<file path="src/rtl/hazard_pkg.sv">
// hazard_pkg: shared defaults, table entry type and forward-select encoding for the hazard controller
package hazard_pkg;
  localparam int DEF_DEPTH = 3;
  localparam int DEF_LOAD_RDY = 2;
  localparam int DEF_CNT_W = 16;
  localparam int REG_AW = 5;
  localparam int FSEL_W = $clog2(DEF_DEPTH);
  localparam int FSEL_RF = 0;
  typedef struct packed {
    logic valid;
    logic [REG_AW-1:0] rd;
    logic wr_en;
    logic is_load;
  } entry_t;
endpackage

</file>
<file path="src/rtl/pipeline_hazard_ctrl_if.sv">
// pipeline_hazard_ctrl_if: decode/stall/forward bundle; master = pipeline side, slave = hazard controller
interface pipeline_hazard_ctrl_if #(parameter int DEPTH = 3, parameter int CNT_W = 16);
  import hazard_pkg::*;
  logic dec_valid;
  logic [REG_AW-1:0] dec_rs1;
  logic [REG_AW-1:0] dec_rs2;
  logic dec_rs1_used;
  logic dec_rs2_used;
  logic [REG_AW-1:0] dec_rd;
  logic dec_wr_en;
  logic dec_is_load;
  logic redirect;
  logic mem_busy;
  logic stall_fe;
  logic bubble_ex;
  logic stall_be;
  logic flush_dec;
  logic [$clog2(DEPTH)-1:0] fwd_sel_a;
  logic [$clog2(DEPTH)-1:0] fwd_sel_b;
  logic [DEPTH-1:0] stage_valid;
  logic [CNT_W-1:0] stall_cnt;
  logic [CNT_W-1:0] flush_cnt;
  modport master(
    output dec_valid, dec_rs1, dec_rs2, dec_rs1_used, dec_rs2_used, dec_rd, dec_wr_en, dec_is_load,
           redirect, mem_busy,
    input  stall_fe, bubble_ex, stall_be, flush_dec, fwd_sel_a, fwd_sel_b, stage_valid, stall_cnt, flush_cnt
  );
  modport slave(
    input  dec_valid, dec_rs1, dec_rs2, dec_rs1_used, dec_rs2_used, dec_rd, dec_wr_en, dec_is_load,
           redirect, mem_busy,
    output stall_fe, bubble_ex, stall_be, flush_dec, fwd_sel_a, fwd_sel_b, stage_valid, stall_cnt, flush_cnt
  );
endinterface

</file>
<file path="src/rtl/hazard_src_match.sv">
// hazard_src_match: youngest in-flight writer of one source -> forward select (0 = regfile) and load-use flag
module hazard_src_match import hazard_pkg::*; #(
  parameter int DEPTH = DEF_DEPTH,
  parameter int LOAD_RDY = DEF_LOAD_RDY
) (
  input  entry_t [DEPTH-1:0] tbl,
  input  logic [REG_AW-1:0] src,
  input  logic used,
  output logic [$clog2(DEPTH)-1:0] sel,
  output logic load_use
);
  localparam int FW = $clog2(DEPTH);
  always_comb begin
    sel = FW'(FSEL_RF);
    load_use = 1'b0;
    for (int i = DEPTH - 2; i >= 0; i--)
      if (tbl[i].valid && tbl[i].wr_en && tbl[i].rd == src && src != '0 && used) begin
        sel = FW'(i + 1);
        load_use = tbl[i].is_load && (i + 1 < LOAD_RDY);
      end
  end
endmodule

</file>
<file path="src/rtl/pipeline_hazard_ctrl.sv">
// pipeline_hazard_ctrl: in-flight rd table, forward selects, load-use stall/bubble, busy hold, redirect flush, counters
module pipeline_hazard_ctrl import hazard_pkg::*; #(
  parameter int DEPTH = DEF_DEPTH,
  parameter int LOAD_RDY = DEF_LOAD_RDY,
  parameter int CNT_W = DEF_CNT_W
) (
  input logic clk,
  input logic rst,
  pipeline_hazard_ctrl_if.slave bus
);
  localparam int FW = $clog2(DEPTH);
  entry_t [DEPTH-1:0] tbl;
  entry_t dec_e;
  logic [FW-1:0] sel_a, sel_b;
  logic lu_a, lu_b, hazard;
  hazard_src_match #(.DEPTH(DEPTH), .LOAD_RDY(LOAD_RDY)) u_a (
    .tbl(tbl), .src(bus.dec_rs1), .used(bus.dec_rs1_used), .sel(sel_a), .load_use(lu_a)
  );
  hazard_src_match #(.DEPTH(DEPTH), .LOAD_RDY(LOAD_RDY)) u_b (
    .tbl(tbl), .src(bus.dec_rs2), .used(bus.dec_rs2_used), .sel(sel_b), .load_use(lu_b)
  );
  assign hazard = bus.dec_valid & (lu_a | lu_b);
  assign dec_e = {bus.dec_valid, bus.dec_rd, bus.dec_wr_en, bus.dec_is_load};
  always_comb begin
    bus.stall_fe = bus.mem_busy | hazard;
    bus.stall_be = bus.mem_busy;
    bus.bubble_ex = !bus.mem_busy & hazard;
    bus.flush_dec = !bus.mem_busy & !hazard & bus.redirect & bus.dec_valid;
    bus.fwd_sel_a = (hazard | !bus.dec_valid) ? FW'(FSEL_RF) : sel_a;
    bus.fwd_sel_b = (hazard | !bus.dec_valid) ? FW'(FSEL_RF) : sel_b;
    for (int i = 0; i < DEPTH; i++) bus.stage_valid[i] = tbl[i].valid;
  end
  always_ff @(posedge clk) begin
    if (rst) begin
      tbl <= '0;
      bus.stall_cnt <= '0;
      bus.flush_cnt <= '0;
    end else begin
      if (!bus.mem_busy) tbl <= {tbl[DEPTH-2:0], hazard ? entry_t'('0) : dec_e};
      if (bus.stall_fe && !(&bus.stall_cnt)) bus.stall_cnt <= bus.stall_cnt + 1'b1;
      if (bus.flush_dec && !(&bus.flush_cnt)) bus.flush_cnt <= bus.flush_cnt + 1'b1;
    end
  end
endmodule
</file>
<file path="src/flat_wrapper.sv">
// flat-port wrapper written by rule: the top's interface ports become plain ports
module pipeline_hazard_ctrl_flat import hazard_pkg::*;
#(
  parameter int DEPTH = DEF_DEPTH,
  parameter int LOAD_RDY = DEF_LOAD_RDY,
  parameter int CNT_W = DEF_CNT_W
)
  (clk, rst, bus_dec_valid, bus_dec_rs1, bus_dec_rs2, bus_dec_rs1_used, bus_dec_rs2_used, bus_dec_rd, bus_dec_wr_en, bus_dec_is_load, bus_redirect, bus_mem_busy, bus_stall_fe, bus_bubble_ex, bus_stall_be, bus_flush_dec, bus_fwd_sel_a, bus_fwd_sel_b, bus_stage_valid, bus_stall_cnt, bus_flush_cnt);
  pipeline_hazard_ctrl_if #(.DEPTH(DEPTH), .CNT_W(CNT_W)) bus_i ();
  input logic clk;
  input logic rst;
  input wire logic [$bits(bus_i.dec_valid)-1:0] bus_dec_valid;
  input wire logic [$bits(bus_i.dec_rs1)-1:0] bus_dec_rs1;
  input wire logic [$bits(bus_i.dec_rs2)-1:0] bus_dec_rs2;
  input wire logic [$bits(bus_i.dec_rs1_used)-1:0] bus_dec_rs1_used;
  input wire logic [$bits(bus_i.dec_rs2_used)-1:0] bus_dec_rs2_used;
  input wire logic [$bits(bus_i.dec_rd)-1:0] bus_dec_rd;
  input wire logic [$bits(bus_i.dec_wr_en)-1:0] bus_dec_wr_en;
  input wire logic [$bits(bus_i.dec_is_load)-1:0] bus_dec_is_load;
  input wire logic [$bits(bus_i.redirect)-1:0] bus_redirect;
  input wire logic [$bits(bus_i.mem_busy)-1:0] bus_mem_busy;
  output wire logic [$bits(bus_i.stall_fe)-1:0] bus_stall_fe;
  output wire logic [$bits(bus_i.bubble_ex)-1:0] bus_bubble_ex;
  output wire logic [$bits(bus_i.stall_be)-1:0] bus_stall_be;
  output wire logic [$bits(bus_i.flush_dec)-1:0] bus_flush_dec;
  output wire logic [$bits(bus_i.fwd_sel_a)-1:0] bus_fwd_sel_a;
  output wire logic [$bits(bus_i.fwd_sel_b)-1:0] bus_fwd_sel_b;
  output wire logic [$bits(bus_i.stage_valid)-1:0] bus_stage_valid;
  output wire logic [$bits(bus_i.stall_cnt)-1:0] bus_stall_cnt;
  output wire logic [$bits(bus_i.flush_cnt)-1:0] bus_flush_cnt;
  assign bus_i.dec_valid = bus_dec_valid;
  assign bus_i.dec_rs1 = bus_dec_rs1;
  assign bus_i.dec_rs2 = bus_dec_rs2;
  assign bus_i.dec_rs1_used = bus_dec_rs1_used;
  assign bus_i.dec_rs2_used = bus_dec_rs2_used;
  assign bus_i.dec_rd = bus_dec_rd;
  assign bus_i.dec_wr_en = bus_dec_wr_en;
  assign bus_i.dec_is_load = bus_dec_is_load;
  assign bus_i.redirect = bus_redirect;
  assign bus_i.mem_busy = bus_mem_busy;
  assign bus_stall_fe = bus_i.stall_fe;
  assign bus_bubble_ex = bus_i.bubble_ex;
  assign bus_stall_be = bus_i.stall_be;
  assign bus_flush_dec = bus_i.flush_dec;
  assign bus_fwd_sel_a = bus_i.fwd_sel_a;
  assign bus_fwd_sel_b = bus_i.fwd_sel_b;
  assign bus_stage_valid = bus_i.stage_valid;
  assign bus_stall_cnt = bus_i.stall_cnt;
  assign bus_flush_cnt = bus_i.flush_cnt;
  pipeline_hazard_ctrl #(.DEPTH(DEPTH), .LOAD_RDY(LOAD_RDY), .CNT_W(CNT_W)) u_core (.clk(clk), .rst(rst), .bus(bus_i));
endmodule
</file>
<file path="config.mk">
export PLATFORM = sky130hd
export DESIGN_NAME = pipeline_hazard_ctrl_flat
export DESIGN_NICKNAME = d
export VERILOG_FILES = /design/src/rtl/hazard_pkg.sv /design/src/rtl/pipeline_hazard_ctrl_if.sv /design/src/rtl/hazard_src_match.sv /design/src/rtl/pipeline_hazard_ctrl.sv /design/src/flat_wrapper.sv
export SDC_FILE = /design/constraint.sdc
export NUM_CORES = 1
export LEC_CHECK = 0
export ABC_CLOCK_PERIOD_IN_PS = 3500
export CORE_MARGIN = 5
export CORE_UTILIZATION = 38
export DETAILED_ROUTE_END_ITERATION = 7
export PLACE_DENSITY_LB_ADDON = 0.12
export RECOVER_POWER = 100
export SLEW_MARGIN = 20
export SYNTH_ARGS = -nofsm -noshare
export SYNTH_HDL_FRONTEND = slang
export SYNTH_SLANG_ARGS = --single-unit
</file>
<file path="constraint.sdc">
create_clock -name clk -period 3.5 [get_ports clk]
set_input_delay 0.7 -clock clk [delete_from_list [all_inputs] [get_ports clk]]
set_output_delay 0.7 -clock clk [all_outputs]
set_load 0.02 [all_outputs]
</file>
# ---- Yosys cells after proc, flatten, opt, wreduce, memory -nomap -nowiden
# Index checks and enable logic that the tools add are counted.
dict set report word_totals {
  latchBits 0
  n_memories 0
  out_inout_bits 43
  inputBits 24
  regBits 48
  mem_bits_rw 0
  wordCells 58
  rom_bits 0
}
dict set report classes {
  order_cmp 0
  reduce_logical 25
  mul 0
  n_eq_ne 4
  add_sub_neg 2
  muxes 9
  n_shift 0
  n_bitwise 8
  div 0
}
# operator count
set ops {}
lappend ops {{adder 16 x 1 -> 16 bit (second input constant)} 2}
lappend ops {{AND reduction 16 bit} 2}
lappend ops {{equality test 5 bit} 4}
lappend ops {{logical AND 1 bit} 16}
lappend ops {{two-way mux 2 bit} 6}
lappend ops {{nonzero test 5 bit} 2}
lappend ops {{two-way mux 8 bit} 1}
lappend ops {{bitwise AND 1 bit} 5}
lappend ops {{logical NOT 1 bit} 5}
lappend ops {{OR 1 bit} 3}
lappend ops {{two-way mux 1 bit} 2}

# ---- Logic depth before layout (Yosys ltp)
# Gate-level depths: netlist of run 1.
dict set report depth {
  word_depth 12
  mapped_depth 9
}

# ---- Cells and area by module
# A second synthesis of run 1 with hierarchy kept.
dict set report unflattened {
  hier_cells 346
  area_unflattened_um2 3088.0
}
# mod cells_per_inst instances area_per_inst_um2
set modules_own_cells {}
lappend modules_own_cells {pipeline_hazard_ctrl 308 1 2760.1}
lappend modules_own_cells {hazard_src_match 19 2 163.9}

# ---- Least setup slack after synthesis of run 1
# OpenSTA, ideal clock, no wires.
dict set report synth_path {
  path_kind {input to output}
  from {input bus_dec_rs2[1]}
  to {output bus_fwd_sel_a[1]}
  stages 6
  path_slack_ps 230
  required_time_ps 2800
  t_arrival_ps 2570
  path_cell_list {or4_1 -> o21ai_2 -> nor3_2 -> o21ai_1 -> nand2_1 -> nor4_1}
}
dict set report synth_between {
  elab_chain_len 9
}
# item line
set synth_lines {}
lappend synth_lines {{from (decl)} flat_wrapper.sv:14} ;# input wire logic [$bits(bus_i.dec_rs2)-1:0] bus_dec_rs2;
lappend synth_lines {{equality test 5 bit} hazard_src_match.sv:17} ;# if (tbl[i].valid && tbl[i].wr_en && tbl[i].rd == src && src != '0 && used) begin
lappend synth_lines {{logical AND 1 bit} hazard_src_match.sv:17}
lappend synth_lines {{logical AND 1 bit (*) (2 in series)} hazard_src_match.sv:17}
lappend synth_lines {{two-way mux 1 bit (*)} hazard_src_match.sv:17}
lappend synth_lines {{OR 1 bit (*)} pipeline_hazard_ctrl.sv:22} ;# assign hazard = bus.dec_valid & (lu_a | lu_b);
lappend synth_lines {{bitwise AND 1 bit (*)} pipeline_hazard_ctrl.sv:22}
lappend synth_lines {{OR 1 bit (*)} pipeline_hazard_ctrl.sv:29} ;# bus.fwd_sel_a = (hazard | !bus.dec_valid) ? FW'(FSEL_RF) : sel_a;
lappend synth_lines {{two-way mux 2 bit (*)} pipeline_hazard_ctrl.sv:29}
lappend synth_lines {{to (decl)} flat_wrapper.sv:26} ;# output wire logic [$bits(bus_i.fwd_sel_a)-1:0] bus_fwd_sel_a;
# Mark *: on every way between the ends. The rest lies on a longest branch, timed or not.

# ---- Worst setup path in the final report of run 1
dict set report layout_path {
  from {input bus_dec_rs2[1]}
  to {output bus_bubble_ex}
}
dict set report layout_between {
  elab_chain_len 8
}
# item line
set layout_lines {}
lappend layout_lines {{equality test 5 bit} hazard_src_match.sv:17}
lappend layout_lines {{logical AND 1 bit} hazard_src_match.sv:17}
lappend layout_lines {{logical AND 1 bit (*) (2 in series)} hazard_src_match.sv:17}
lappend layout_lines {{two-way mux 1 bit (*)} hazard_src_match.sv:17}
lappend layout_lines {{OR 1 bit (*)} pipeline_hazard_ctrl.sv:22}
lappend layout_lines {{bitwise AND 1 bit (*)} pipeline_hazard_ctrl.sv:22}
lappend layout_lines {{bitwise AND 1 bit (*)} pipeline_hazard_ctrl.sv:27} ;# bus.bubble_ex = !bus.mem_busy & hazard;
lappend layout_lines {{to (decl)} flat_wrapper.sv:23} ;# output wire logic [$bits(bus_i.bubble_ex)-1:0] bus_bubble_ex;
# Marks and branches as above.

==> results of run 1 <==
## path summary, 6_finish.rpt
| check | from | endpoint | slack, ps |
|---|---|---|---|
| min | u_core.bus.stage_valid[2] | u_core.bus.stage_valid[2] | 500 |
| max reg2reg | u_core.bus.stall_cnt[0] | u_core.bus.stall_cnt[5] | 810 |
| min reg2reg | u_core.bus.stage_valid[2] | u_core.bus.stage_valid[2] | 500 |
| max | bus_dec_rs2[1] | bus_bubble_ex | 90 |
## cell families (layout without fill, tap and decap cells)
family | after synthesis | count (layout) | synth area share, %
adders and majority gates | 2 | 2 | 0.9135
DFF | 48 | 48 | 35.08
AOI/OAI and AO/OA | 62 | 62 | 14.57
muxes | 23 | 23 | 9.091
and+or+nand+nor | 148 | 148 | 28.96
xor gates and xnor gates | 20 | 20 | 6.395
buffers and inverters | 29 | 100 | 4.980
## repair_timing
item                       CTS  global route
gates resized for setup      7            13
buffers inserted             0             0
setup endpoints to repair    7             5
hold endpoints to repair     0             0
## report_power, final
group / switching (mW) / leakage [nW] / internal, mW / total (mW)
sequential: 0.0131 / 0.389 / 0.556 / 0.569
clock: 0.192 / 0.0552 / 0.212 / 0.405
combinational: 0.0625 / 0.969 / 0.0672 / 0.130
## metal layers
metal | wire [µm] | GRT usage [%] | up-vias
li1 | - | - | 1342
met1 | 3281 | 20.46 | 1216
met2 | 3329 | 27.07 | 50
met3 | 252 | 3.267 | 9
met4 | 90 | 5.168 | 0
met5 | 0 | 0 | -
## cell usage in the layout (no fill, tap or decap), types with 5 or more instances in the layout
cell | Yosys | routed
dfxtp_1 | 48 | 48
dlygate4sd3_1 | 0 | 37
nand3_1 | 32 | 32
nor2_1 | 31 | 31
a21oi_1 | 29 | 29
nand2_1 | 23 | 23
clkdlybuf4s50_1 | 0 | 21
xnor2_1 | 16 | 16
nor2b_1 | 16 | 16
buf_4 | 4 | 16
mux2_2 | 14 | 13
or4_1 | 12 | 12
and3_1 | 10 | 10
o31ai_1 | 9 | 9
mux2i_1 | 8 | 8
inv_1 | 7 | 7
nand4_1 | 6 | 6
clkbuf_1 | 11 | 6
clkbuf_8 | 0 | 5
## cell type report
class | instances | area, µm²
Clock buffer | 6 | 72.57
Inverter | 7 | 26.28
Tap cell | 99 | 123.9
Fill cell | 743 | 3521
Sequential cell | 48 | 960.9
Multi-Input combinational cell | 255 | 1640
Timing Repair Buffer | 85 | 757.0
Clock inverter | 2 | 35.03
## registers in the layout, indices dropped and copies added, names as in the netlist
register and cells:
u_core.tbl 13, u_core.bus.flush_cnt 16, u_core.bus.stall_cnt 16, u_core.bus.stage_valid 3
## per-stage QoR
step	instances	power, mW	setup slack (ps)	utilization (%)
after detailed placement	494	0.7149	-287.0	49.75
final	502	1.104	88.94	50.67
after global routing	502	1.154	-1.412	50.67
after floorplan	332	0.6510	229.7	-
after CTS	502	1.115	12.35	51.14
after global placement	494	0.7140	-255.4	49.75
## critical path: stages
cell             delay [ps]
clkdlybuf4s50_1         420
or4_1                   550
o21ai_2                 160
nor3_2                   70
buf_4                   150
o21ai_1                 210
nor2_1                  110
dlygate4sd2_1           340
==> impl_metrics.yaml, run 1 <==
timing:
  rsz0062_at_grt: "yes"
  hold_viol_final: 0
  skew_ps: 7.646
  finalSetupTns_ps: 0
  min_period_ps: 3411
  drv_slew: 49
  max_freq_mhz: 293.2
  hold_slack_ps: 499.4
  worst_pin_slew_ps: 2030
  timing.final.crit_share_pct: 97.46
  setup_viol: 0
  slew_headroom_pct: -35.36
synthesis:
  yosysTopAreaCell: "dfxtp_1"
  yosysTopAreaCellShare_pct: 35.08
  synth_edf_count: 0
  synth_nets: 358
  netlist_area_um2: 2739
  avgSynthCellArea_um2: 8.250
  synth_top_flop_cell: "dfxtp_1"
  synth_top_cells_by_count: "48 x dfxtp_1, 32 x nand3_1, 31 x nor2_1"
  postSynth.asyncResetShare_pct: 0
  syn-instance-count: 332
  yosysMostFrequentCell: "dfxtp_1"
  ys_types: 45
  synthTopCellsByArea: "dfxtp_1 35%, nand3_1 5.8%, mux2_2 5.8%"
  ys_warn_count: 0
  synth-seq-cells: 48
  seq_area_frac_synth_pct: 35.08
global_routing:
  antenna_found_initial: 0
  grt_pass1_wl_mm: 11.63
  grt_util_all_layers_pct: 16.06
  grt_max_degree: 49
  grt_overflow: 0
  first_global_vias: 2515
floorplan:
  num_io_pins: 67
  die_y_um: 94.90
  dieArea_um2: 9005
  fp.dieW_um: 94.90
  core.rowCount: 31
  fp.coreArea_um2: 7137
  start_util_pct: 38.38
route:
  viasPerCell: 5.213
  ant_nets: 0
  vias: 2617
  drt-wirelength-per-cell_um: 13.85
  drt_wl_total_mm: 6.952
  drtPass1Iterations: 4
  drt_iter0_markers: 77
  drt_drc_violations_left: 0
clock_tree:
  cts_buffers: 5
  hold_buffers: 0
  htree_num_levels: 2
  cts_root_buffer: "clkbuf_8"
  clock_tree.buffer_depth: 2
  clk_latency_ps: 300
  cts.sinks: 48
  clkSlewWorstSetupHoldPaths_ps: 90
  cts_tree: "yes"
pwr:
  irDropWorstVdd_mv: 0.1744
  p_per_area_nw_per_um2: 305.2
  power.leakage_nw: 1.413
min_path:
  hold_path.class: "register to register"
  hold_depth: 2
critical_path:
  criticalPathCategory: "input port to output port"
  crit_required_ps: 2800
  reg2reg_depth: 8
  critPathCaptureType: "output port"
  critPathMaxFanout: 6
  cp.arrival_ps: 2710
  worstSetupStartpointType: "input port"
run_status:
  violations: "capacitance limit, slew limit"
  status: "finished, violations left"
place:
  portBuffers: 66
  gp_congestion: 0.8931
  place.detailed.hpwl_mm: 5.123
  place_area_um2: 3551
layout:
  drive_gt1_share_pct: 11.66
  syn_to_final_growth_pct: 32.02
  fin_area_um2: 3616
  fin_nets: 428
  diodes: 0
flow_run:
  drv_cap: 1
Power figures use the tool's default switching activity.
==> run 2: changes to the inputs <==
- CAP_MARGIN: default -> 20
- CTS_BUF_LIST: default -> sky130_fd_sc_hd__clkbuf_8
==> run 2 against run 1 <==
The run still ends with capacitance limit, slew limit left. Count of clock-buffer cells in the layout shrank 1. Clock power hardly changed. Design area is the same. Worst hold slack hardly changed. Clock skew about the same. Non-clock buffer count did not move. Critical path type unchanged. Critical endpoint unchanged. Largest cell class unchanged. Largest power group unchanged.
==> impl_metrics.yaml, run 2 (same netlist as run 1, synthesis figures left out) <==
place:
  portBuffers: 66
  place.detailed.hpwl_mm: 5.123
  dp.cells: 494
  gp_congestion: 0.8931
  dp_worst_setup_slack_ps: -287.0
pwr:
  irDropWorstVdd_mv: 0.1739
  power.leakage_nw: 1.417
  power.switching_uw: 268.0
  p_sw_share_pct: 24.35
  p_int_uw: 832.8
  seqPwrFrac_pct: 51.7
  p_total_mw: 1.101
  clkPwrFrac_pct: 36.5
  p_per_area_nw_per_um2: 304.4
  comb_power_share_pct: 11.8
run_status:
  status: "finished, violations left"
  violations: "capacitance limit, slew limit"
timing:
  setup_ws_ps: 88.94
  timing.final.crit_share_pct: 97.46
  max_freq_mhz: 293.2
  skew_ps: 7.837
  min_period_ps: 3411
  worst_pin_slew_ps: 2030
  slew_headroom_pct: -35.35
  drv_slew: 49
  setup_viol: 0
  hold_viol_final: 0
  rsz0062_at_grt: "yes"
critical_path:
  critPathCaptureType: "output port"
  worstSetupStartpointType: "input port"
  critPathMaxFanout: 6
  crit_required_ps: 2800
  criticalPathCategory: "input port to output port"
  crit_chain: "clkdlybuf4s50_1 -> or4_1 -> o21ai_2 -> nor3_2 -> buf_4 -> o21ai_1 -> nor2_1 -> dlygate4sd2_1"
  reg2reg_depth: 8
  worst_path_max_delay_cell: "or4_1"
  rr_endpoint: "u_core.bus.stall_cnt[5]"
  r2r_slack_ps: 810
  cpPeakStageDelay_ps: 550
  r2r-start: "u_core.bus.stall_cnt[0]"
  cp.arrival_ps: 2710
min_path:
  min_to: "u_core.bus.stage_valid[2]"
  hp-start: "u_core.bus.stage_valid[2]"
  hold_path.class: "register to register"
  hold_depth: 2
global_routing:
  antenna_found_initial: 0
  grt_util_all_layers_pct: 16.06
  grt_max_degree: 49
  grt_pass1_wl_mm: 11.63
  grt_overflow: 0
  first_global_vias: 2515
layout:
  final_cell_mix: "48 x dfxtp_1, 37 x dlygate4sd3_1, 32 x nand3_1"
  regArea_um2: 960.9
  fin_nets: 428
  nFillCells: 743
  syn_to_final_growth_pct: 32.02
  layout_commonest_cell: "dfxtp_1"
  diodes: 0
  drive_gt1_share_pct: 11.66
  multiInputGateArea_um2: 1640
  largestRegisters: "u_core.bus.flush_cnt: 16 flops, u_core.bus.stall_cnt: 16 flops, u_core.tbl: 13 flops"
  final_cells: 502
  post-route-util_pct: 50.67
clock_tree:
  clk_latency_ps: 300
  clock_tree.buffer_depth: 2
  cts_buffers: 5
  postCtsSetupBuffers: 0
  cts.sinks: 48
  cts_tree: "yes"
  hold_buffers: 0
  cts_root_buffer: "clkbuf_8"
  htree_num_levels: 2
  clkSlewWorstSetupHoldPaths_ps: 90
floorplan:
  fp.coreArea_um2: 7137
  num_io_pins: 67
  core.rowCount: 31
  dieArea_um2: 9005
  start_util_pct: 38.38
  die_y_um: 94.90
  fp.dieW_um: 94.90
route:
  vias: 2617
  drtPass1Iterations: 4
  ant_nets: 0
  drt-wirelength-per-cell_um: 13.85
  drt_drc_violations_left: 0
  drt_wl_total_mm: 6.952
  drt_iter0_markers: 77
  viasPerCell: 5.213
flow_run:
  drv_cap: 1
## run 2: worst max-delay path, delay by kind of cell
kind	cells	cell delay, ps
buffers and inverters	3	910
AND/OR/NAND/NOR	3	730
AO/OA/AOI/OAI	2	370
## run 2: how the worst max path moves through the flow
stage,from,slack [ps],to
after CTS,bus_dec_rs2[1],10,bus_fwd_sel_a[1]
final,bus_dec_rs2[1],90,bus_bubble_ex
after floorplan,bus_dec_rs2[1],230,bus_fwd_sel_a[1]
after global routing,bus_dec_rs2[1],-1,bus_fwd_sel_b[1]
after detailed placement,bus_dec_rs2[1],-290,bus_fwd_sel_a[1]
after global placement,bus_dec_rs2[1],-260,bus_fwd_sel_b[1]
## run 2: area by class of cell
type | instances | share of cell area [%]
timing repair buffer | 85 | 20.93
sequential | 48 | 26.57
clock buffer | 5 | 1.903
clock inverter | 3 | 1.073
inverter | 7 | 0.7266
multi-input combinational | 255 | 45.36
tap | 99 | 3.426
## run 2: power groups by stage
stage	combinational [mW]	clock, mW	sequential [mW]
after CTS	0.132	0.411	0.569
final	0.130	0.402	0.569
after floorplan	0.0692	0	0.582
after global placement	0.132	0	0.582
after global routing	0.142	0.438	0.572
after detailed placement	0.133	0	0.582
## run 2: stage by stage
| stage | hold slack [ps] | TNS [ps] | area [µm²] |
|---|---|---|---|
| floorplan | 464.5 | 0 | 2739 |
| global placement | 480.4 | -1279 | 3551 |
| detailed placement | 493.6 | -1399 | 3551 |
| CTS | 509.5 | 0 | 3650 |
| global route | 548.5 | -1.412 | 3616 |
| finish | 499.3 | 0 | 3616 |
## run 2: layer usage
metal	vias up	global-route usage (%)	part of all wire (%)
met2	50	27.07	48
met1	1216	20.46	47
met3	9	3.267	3.6
met5	-	0	0
met4	0	5.168	1.3
li1	1342	-	-
## run 2: timing repair
action,in CTS,in global routing
setup endpoints to repair,7,5
gates resized for setup,7,13
pin swaps,0,0
==> run 3: changes to the inputs <==
- ABC_CLOCK_PERIOD_IN_PS: 3500 -> 4000
- clock period: 3.5 -> 4 ns (I/O delays scaled with it)
==> run 3 against run 2 <==
Clock power down 3%. The run now ends clean. Largest cell class unchanged. Non-clock buffer count shrank 3. Wire length is 1.3% higher. Worst hold slack got worse by 5.7 ps. Clock skew down 2.0 ps. Setup slack improved by 34 ps. Critical path depth is the same. Die area is the same. Final cell count fell by 0.60%. Count of clock-buffer cells in the layout increased by 2.
==> impl_metrics.yaml, run 3 (same netlist as run 1, synthesis figures left out) <==
route:
  drt_wl_total_mm: 7.045
  drt-wirelength-per-cell_um: 14.12
  vias: 2608
  drtPass1Iterations: 4
  drt_drc_violations_left: 0
  ant_nets: 0
  viasPerCell: 5.226
  drt_iter0_markers: 102
clock_tree:
  cts_buffers: 5
  cts_root_buffer: "clkbuf_8"
  clock_tree.buffer_depth: 2
  postCtsSetupBuffers: 0
  post_cts_resized: 0
  hold_buffers: 0
  clkSlewWorstSetupHoldPaths_ps: 90
  htree_num_levels: 2
  cts_tree: "yes"
  cts.sinks: 48
  clk_latency_ps: 300
critical_path:
  crit_start: "bus_dec_rs1[1]"
  crit_required_ps: 3200
  critPathMaxFanout: 6
  critPathCaptureType: "output port"
  criticalPathCategory: "input port to output port"
  worstSetupStartpointType: "input port"
  cp.arrival_ps: 3080
  r2r-start: "u_core.bus.stall_cnt[0]"
pwr:
  power.leakage_nw: 1.394
  p_total_uw: 997.7
  p_per_area_nw_per_um2: 275.5
  irDropWorstVdd_mv: 0.1867
floorplan:
  num_io_pins: 67
  core.rowCount: 31
  fp.dieW_um: 94.90
  die_y_um: 94.90
  dieArea_um2: 9005
  start_util_pct: 38.38
  fp.coreArea_um2: 7137
layout:
  layout_commonest_cell: "dfxtp_1"
  largestRegisters: "u_core.bus.flush_cnt: 16 flops, u_core.bus.stall_cnt: 16 flops, u_core.tbl: 13 flops"
  fin_nets: 425
  final_cells: 499
  multiInputGateArea_um2: 1633
  nFillCells: 752
  diodes: 0
  syn_to_final_growth_pct: 32.21
  fin_area_um2: 3621
  post-route-util_pct: 50.74
  final_cell_mix: "48 x dfxtp_1, 37 x dlygate4sd3_1, 32 x nand3_1"
  regArea_um2: 960.9
  drive_gt1_share_pct: 10.00
global_routing:
  grt_max_degree: 64
  grt_overflow: 0
  first_global_vias: 2521
  grt_pass1_wl_mm: 11.81
  antenna_found_initial: 0
  grt_util_all_layers_pct: 16.24
run_status:
  status: "completed"
timing:
  setup_ws_ps: 122.7
  skew_ps: 5.797
  slew_headroom_pct: 35.92
  min_period_ps: 3877
  hold_viol_final: 0
  setup_viol: 0
  max_freq_mhz: 257.9
  finalSetupTns_ps: 0
  hold_slack_ps: 493.6
  drv_slew: 0
  worst_pin_slew_ps: 961.2
  rsz0062_at_grt: "no"
  timing.final.crit_share_pct: 96.93
place:
  place.detailed.hpwl_mm: 5.112
  place_area_um2: 3528
  portBuffers: 66
  gp_congestion: 0.8482
  dp_worst_setup_slack_ps: 12.63
  dp.cells: 491
flow_run:
  drv_cap: 0
min_path:
  hold_path.class: "register to register"
  hp-start: "u_core.bus.flush_cnt[9]"
[run 3: path summary, 6_finish.rpt]
check	cells past startpoint	to	slack, ps
setup / recovery	8	bus_fwd_sel_a[0]	120
hold / removal	2	u_core.bus.flush_cnt[9]	490
setup reg to reg	7	u_core.bus.stall_cnt[5]	1460
hold reg to reg	2	u_core.bus.flush_cnt[9]	490
[run 3: final cells by class]
cell class	instances	area share, %
flip-flops and latches	48	26.54
well taps	99	3.421
repair buffers	82	20.73
multi-input cells	255	45.09
clock inverters	1	0.8293
clock buffers	7	2.661
inverters	7	0.7256
[run 3: power by group]
group          internal (mW)  switching, mW
logic                 0.0565         0.0541
clock network          0.221          0.168
registers              0.486         0.0114
total                  0.764          0.234
[run 3: worst max-delay path, cell delays in order]
cell	delay, ps
clkdlybuf4s50_1	420
or4_4	540
o21ai_2	140
nor3_1	80
o21ai_1	170
buf_4	170
and3_1	160
clkdlybuf4s50_1	600
[run 3: per-layer routing]
layer  wire [µm]  vias to the layer above  GRT usage [%]
met3         290                        8          3.745
met1        3284                     1221          20.36
met4          72                        0          4.087
li1            -                     1337              -
met2        3398                       42          28.01
met5           0                        -              0
